### config.mk
export PLATFORM = sky130hd
export DESIGN_NAME = ooo_issue_queue
export DESIGN_NICKNAME = d
export VERILOG_FILES = /design/src/rtl/ooo_issue_queue.sv
export SDC_FILE = /design/constraint.sdc
export NUM_CORES = 1
export LEC_CHECK = 0
export BUFFER_PORTS_ARGS = -buffer_cell sky130_fd_sc_hd__buf_4
export CORE_AREA = 5 5 394 396
export CTS_CLUSTER_DIAMETER = 40
export DETAILED_ROUTE_END_ITERATION = 10
export DIE_AREA = 0 0 399 401
export PLACE_DENSITY = 0.44
export REMOVE_ABC_BUFFERS = 1
export SYNTH_ARGS = -nofsm -noshare
export SYNTH_HDL_FRONTEND = slang
export SYNTH_SLANG_ARGS = --single-unit
### constraint.sdc
create_clock -name CLK -period 47.2 [get_ports CLK]
set_clock_uncertainty 0.15 [all_clocks]
set_input_delay 2.36 -clock CLK [delete_from_list [all_inputs] [get_ports CLK]]
set_output_delay 2.36 -clock CLK [all_outputs]
set_load 0.03 [all_outputs]
### src/rtl/ooo_issue_queue.sv
`default_nettype none
// ============================================================================
// Module   : ooo_issue_queue
// Purpose  : In-order issue FIFO between decode and execute. The head issues
//            only when its functional unit is free and execute is not stalled.
//            Optional same-cycle bypass when empty: OOO_ISSUE_BYPASS_EN.
// Revision : 1.0
// ============================================================================
module ooo_issue_queue #(
  parameter int DEPTH   = 4,
  parameter int ENTRY_W = 256
) (
  input  logic                         CLK,
  input  logic                         RST,
  input  logic                         flush,
  input  logic                         in_valid,
  output logic                         in_ready,
  input  logic [ENTRY_W-1:0]           in_entry,
  input  logic [1:0]                   in_fu,
  input  logic                         ex_stall,
  input  logic [3:0]                   fu_busy,
  output logic                         out_valid,
  output logic [ENTRY_W-1:0]           out_entry,
  output logic [1:0]                   out_fu,
  output logic                         dispatch,
  output logic [$clog2(DEPTH+1)-1:0]   count
);

  localparam int PTR_W = $clog2(DEPTH);
  localparam int CNT_W = $clog2(DEPTH+1);

  logic [PTR_W-1:0]   rd_ptr_q, rd_ptr_d;
  logic [PTR_W-1:0]   wr_ptr_q, wr_ptr_d;
  logic [CNT_W-1:0]   count_q, count_d;
  logic [ENTRY_W-1:0] mem_q [DEPTH];
  logic [1:0]         fu_q  [DEPTH];

  logic push;
  logic bypass;
  logic bypass_hit;
  logic wr_en;
  logic rd_adv;

  assign in_ready = (count_q < CNT_W'(DEPTH));
  assign push     = in_valid & in_ready & ~flush;

`ifdef OOO_ISSUE_BYPASS_EN
  assign bypass = push & (count_q == '0);
`else
  assign bypass = 1'b0;
`endif

  assign out_valid = (count_q != '0) | bypass;
  assign out_entry = bypass ? in_entry : mem_q[rd_ptr_q];
  assign out_fu    = bypass ? in_fu    : fu_q[rd_ptr_q];
  assign dispatch  = out_valid & ~ex_stall & ~fu_busy[out_fu] & ~flush;
  assign count     = count_q;

  // A bypassed entry that issues immediately never touches storage.
  assign bypass_hit = bypass & dispatch;
  assign wr_en      = push & ~bypass_hit;
  assign rd_adv     = dispatch & ~bypass_hit;

  always_comb begin
    rd_ptr_d = rd_ptr_q + PTR_W'(rd_adv);
    wr_ptr_d = wr_ptr_q + PTR_W'(wr_en);
    count_d  = count_q + CNT_W'(wr_en) - CNT_W'(rd_adv);
    if (flush) begin
      rd_ptr_d = '0;
      wr_ptr_d = '0;
      count_d  = '0;
    end
  end

  always_ff @(posedge CLK) begin
    if (RST) begin
      rd_ptr_q <= '0;
      wr_ptr_q <= '0;
      count_q  <= '0;
    end else begin
      rd_ptr_q <= rd_ptr_d;
      wr_ptr_q <= wr_ptr_d;
      count_q  <= count_d;
    end
  end

  // Payload storage is never cleared; validity is tracked by count alone.
  always_ff @(posedge CLK) begin
    if (wr_en) begin
      mem_q[wr_ptr_q] <= in_entry;
      fu_q[wr_ptr_q]  <= in_fu;
    end
  end

endmodule
`default_nettype wire

==> results.yml <==
route:
  wl_per_cell_um: 21.1
  via_per_inst: 4.06
  dr.pass1.iters: 4
  drtIter0Drc: 922
  num_vias: 17100
  drt-total-wl_um: 89200
  ant_nets: 0
  drcViolationCount: 0
critical_path:
  start_kind: "flip-flop"
  cp-startpoint: "rd_ptr_q[0]"
  cp_data_required_time_ps: 44690
  path_buf_inv: 4
  cp.arrival_ps: 5140
  path_common_cell: "buf_4"
  path_cells: "buf_4 -> buf_4 -> buf_4 -> mux4_2 -> buf_4"
  r2r_start: "rd_ptr_q[0]"
  critPathKind: "flip-flop to primary output"
  worst-path-max-fanout: 49
  slowest_stage: "dfxtp_4"
  slowest_delay_ps: 880
  cp-end-kind: "primary output"
  crit_family: "buffers and inverters"
global_route:
  first_global_vias: 18900
  antenna_found_initial: 12
  grt_usage: 0.110
  grt_first_pass_wirelength_um: 130000
  grt_max_degree: 111
  overflow: 0
die:
  core_area_sq_mm: 0.151
  die_area_sq_mm: 0.160
  boundaryPins: 531
  die_y_um: 401
  rows: 143
  die_x_um: 399
  initial_core_util: 0.248
logic_synthesis:
  ys_warn_count: 0
  synthCells: 1391
  synth_area_per_cell_sq_um: 26.9
  yosysTopAreaCell: "edfxtp_1"
  netlist_area_sq_mm: 0.0375
  synth_cell_types: 23
  synth-seq-area-share: 0.831
  synth_top_area_share: 0.827
  ys_ff_latch: 1039
  synth.area.top_cells: "edfxtp_1 83%, mux4_2 16%, buf_2 0.43%"
clocking:
  cts_buffer_depth: 3
  cts_tree: "built"
  cts_resized: 0
  clock-sinks: 1039
  clock_latency_ps: 730
  htree_levels: 4
  cts_hold_buffers: 0
  clk_pin_slew_worst_paths_ps: 50
  post-cts-setup-buffer-count: 0
  numCtsBuffers: 158
  cts_root_buffer: "clkbuf_16"
cells_and_area:
  fin_area_sq_mm: 0.0494
  regArea_sq_mm: 0.0311
  nets: 2323
  layout-drive-gt1-share: 0.494
  nFillCells: 14300
  syn2layout_area_growth_pct: 31.8
  final_cells: 4220
  multiInputGateArea_sq_mm: 0.00608
timing:
  final-max-slew-violation-count: 0
  slew_headroom: 0.314
  hold_viol: 0
  rsz0062_at_grt: "false"
  setup_viol: 0
  fin_ws_ps: 39550
  worstMarginPinSlew_ps: 1030
  max_freq_mhz: 131
  tns_ps: 0
  period_share: 0.162
  period_needed_ps: 7650
pwr:
  clkPwrFrac: 0.508
  power.total_mw: 2.29
  seq_power_share: 0.452
  p_leak_nw: 16.1
  switching_power_mw: 0.484
  powerDensity_mw_per_mm2: 46.3
  switching_share: 0.212
  pwr-share-comb: 0.040
  internal_power_mw: 1.80
  ir_drop_v: 0.0000333
placement:
  post-place-ws_ps: 40010
  dp_hpwl_um: 55900
  placed_cells: 3921
  place_area_sq_mm: 0.0440
  place.gp.congestion: 0.746
  numPortBuffers: 530
outcome:
  status: "finished clean"
hold_path:
  hold_start: "count[0]"
  hold_class: "flip-flop to flip-flop"
run:
  max_cap_violations: 0
==> Yosys cell counts <==
| master | instances |
|---|---|
| xnor2_1 | 4 |
| nand3b_1 | 1 |
| mux2_4 | 1 |
| buf_2 | 32 |
| or3_1 | 1 |
| dfxtp_1 | 7 |
| mux4_2 | 258 |
| nand3_1 | 1 |
| nand2_1 | 3 |
| buf_4 | 1 |
| inv_1 | 4 |
| buf_6 | 1 |
| fa_1 | 1 |
| mux2_2 | 1 |
| nor3_1 | 5 |
| buf_1 | 9 |
| nor2_1 | 5 |
| clkbuf_1 | 15 |
| and3_1 | 1 |
| and2_1 | 3 |
| ha_1 | 4 |
| edfxtp_1 | 1032 |
| o22ai_2 | 1 |
==> power groups by stage <==
stage               logic (mW)  registers [mW]  clock network (mW)
finish                  0.0913            1.03                1.16
global route            0.0975            1.03                1.24
CTS                     0.0940            1.03                1.20
detailed placement      0.0937            1.05                   0
global placement        0.0913            1.05                   0
floorplan               0.0401            1.06                   0
==> final timing paths <==
path                    to  depth (start not counted)  slack, ps
max          out_entry[29]                          5      39550
max reg2reg       count[2]                         12      42600
min               count[0]                          2        480
min reg2reg       count[0]                          2        480
==> cell usage in the layout (no fill, tap or decap), types with 2 or more instances in the layout <==
cell type   netlist  layout
dfxtp_1           7       5
diode_2           0       7
clkinv_8          0       3
edfxtp_1       1032    1032
clkinvlp_4        0      19
buf_4             1     556
clkinv_16         0       2
clkbuf_1         15      15
clkinv_1          0      24
nor2_1            5       3
clkinv_4          0       7
nor2_4            0       2
inv_1             4       4
nand2_1           3       3
inv_8             0       5
mux4_2          258     258
bufinv_16         0      18
xnor2_1           4       4
nor3_1            5       4
clkinv_2          0      15
and2_1            3       3
inv_6             0      21
clkbuf_16         0     162
ha_1              4       4
buf_12            0       2
dfxtp_4           0       2
==> final cells by class <==
class                           count  area share
Timing Repair Buffer              558      0.0853
Multi-Input combinational cell    290       0.123
Inverter                            4    0.000304
Clock inverter                    115      0.0259
Tap cell                         2030      0.0514
Clock buffer                      177      0.0832
Antenna cell                        7    0.000355
Sequential cell                  1039       0.630
==> cell families (layout without fill, tap and decap cells) <==
logic type,count (synthesis),after routing,synth area share
AOI/OAI and AO/OA,1,1,0.000334
other,0,7,0
DFF,1039,1039,0.831
muxes,260,260,0.156
buffers and inverters,62,854,0.00758
xor gates and xnor gates,4,4,0.000935
adders and majority gates,5,5,0.00187
and+or+nand+nor,20,20,0.00264
==> tightest hold or removal path: cells and delay by family (launching register included) <==
kind | cells | cell delay [ps]
fa+ha+maj | 1 | 140
flops | 1 | 360
simple gates | 1 | 110
==> metal layers <==
metal | global-route usage | share of wire | wire length [um]
met5 | 0 | 0.0010 | 89
met4 | 0.0340 | 0.023 | 2050
met3 | 0.0506 | 0.094 | 8370
met2 | 0.183 | 0.50 | 44400
met1 | 0.127 | 0.38 | 34300
==> sequential cells by signal (all words and copies together), names as in the netlist <==
signal and count:
mem_q 1024, fu_q 8, count 3, wr_ptr_q 2, rd_ptr_q 2
==> stage by stage <==
step	util	hold WS, ps
finish	0.327	481
global placement	0.291	445
detailed placement	0.291	469
global route	0.327	515
CTS	0.327	484
floorplan	-	384
Note: power is estimated with default switching activity, not from simulation.
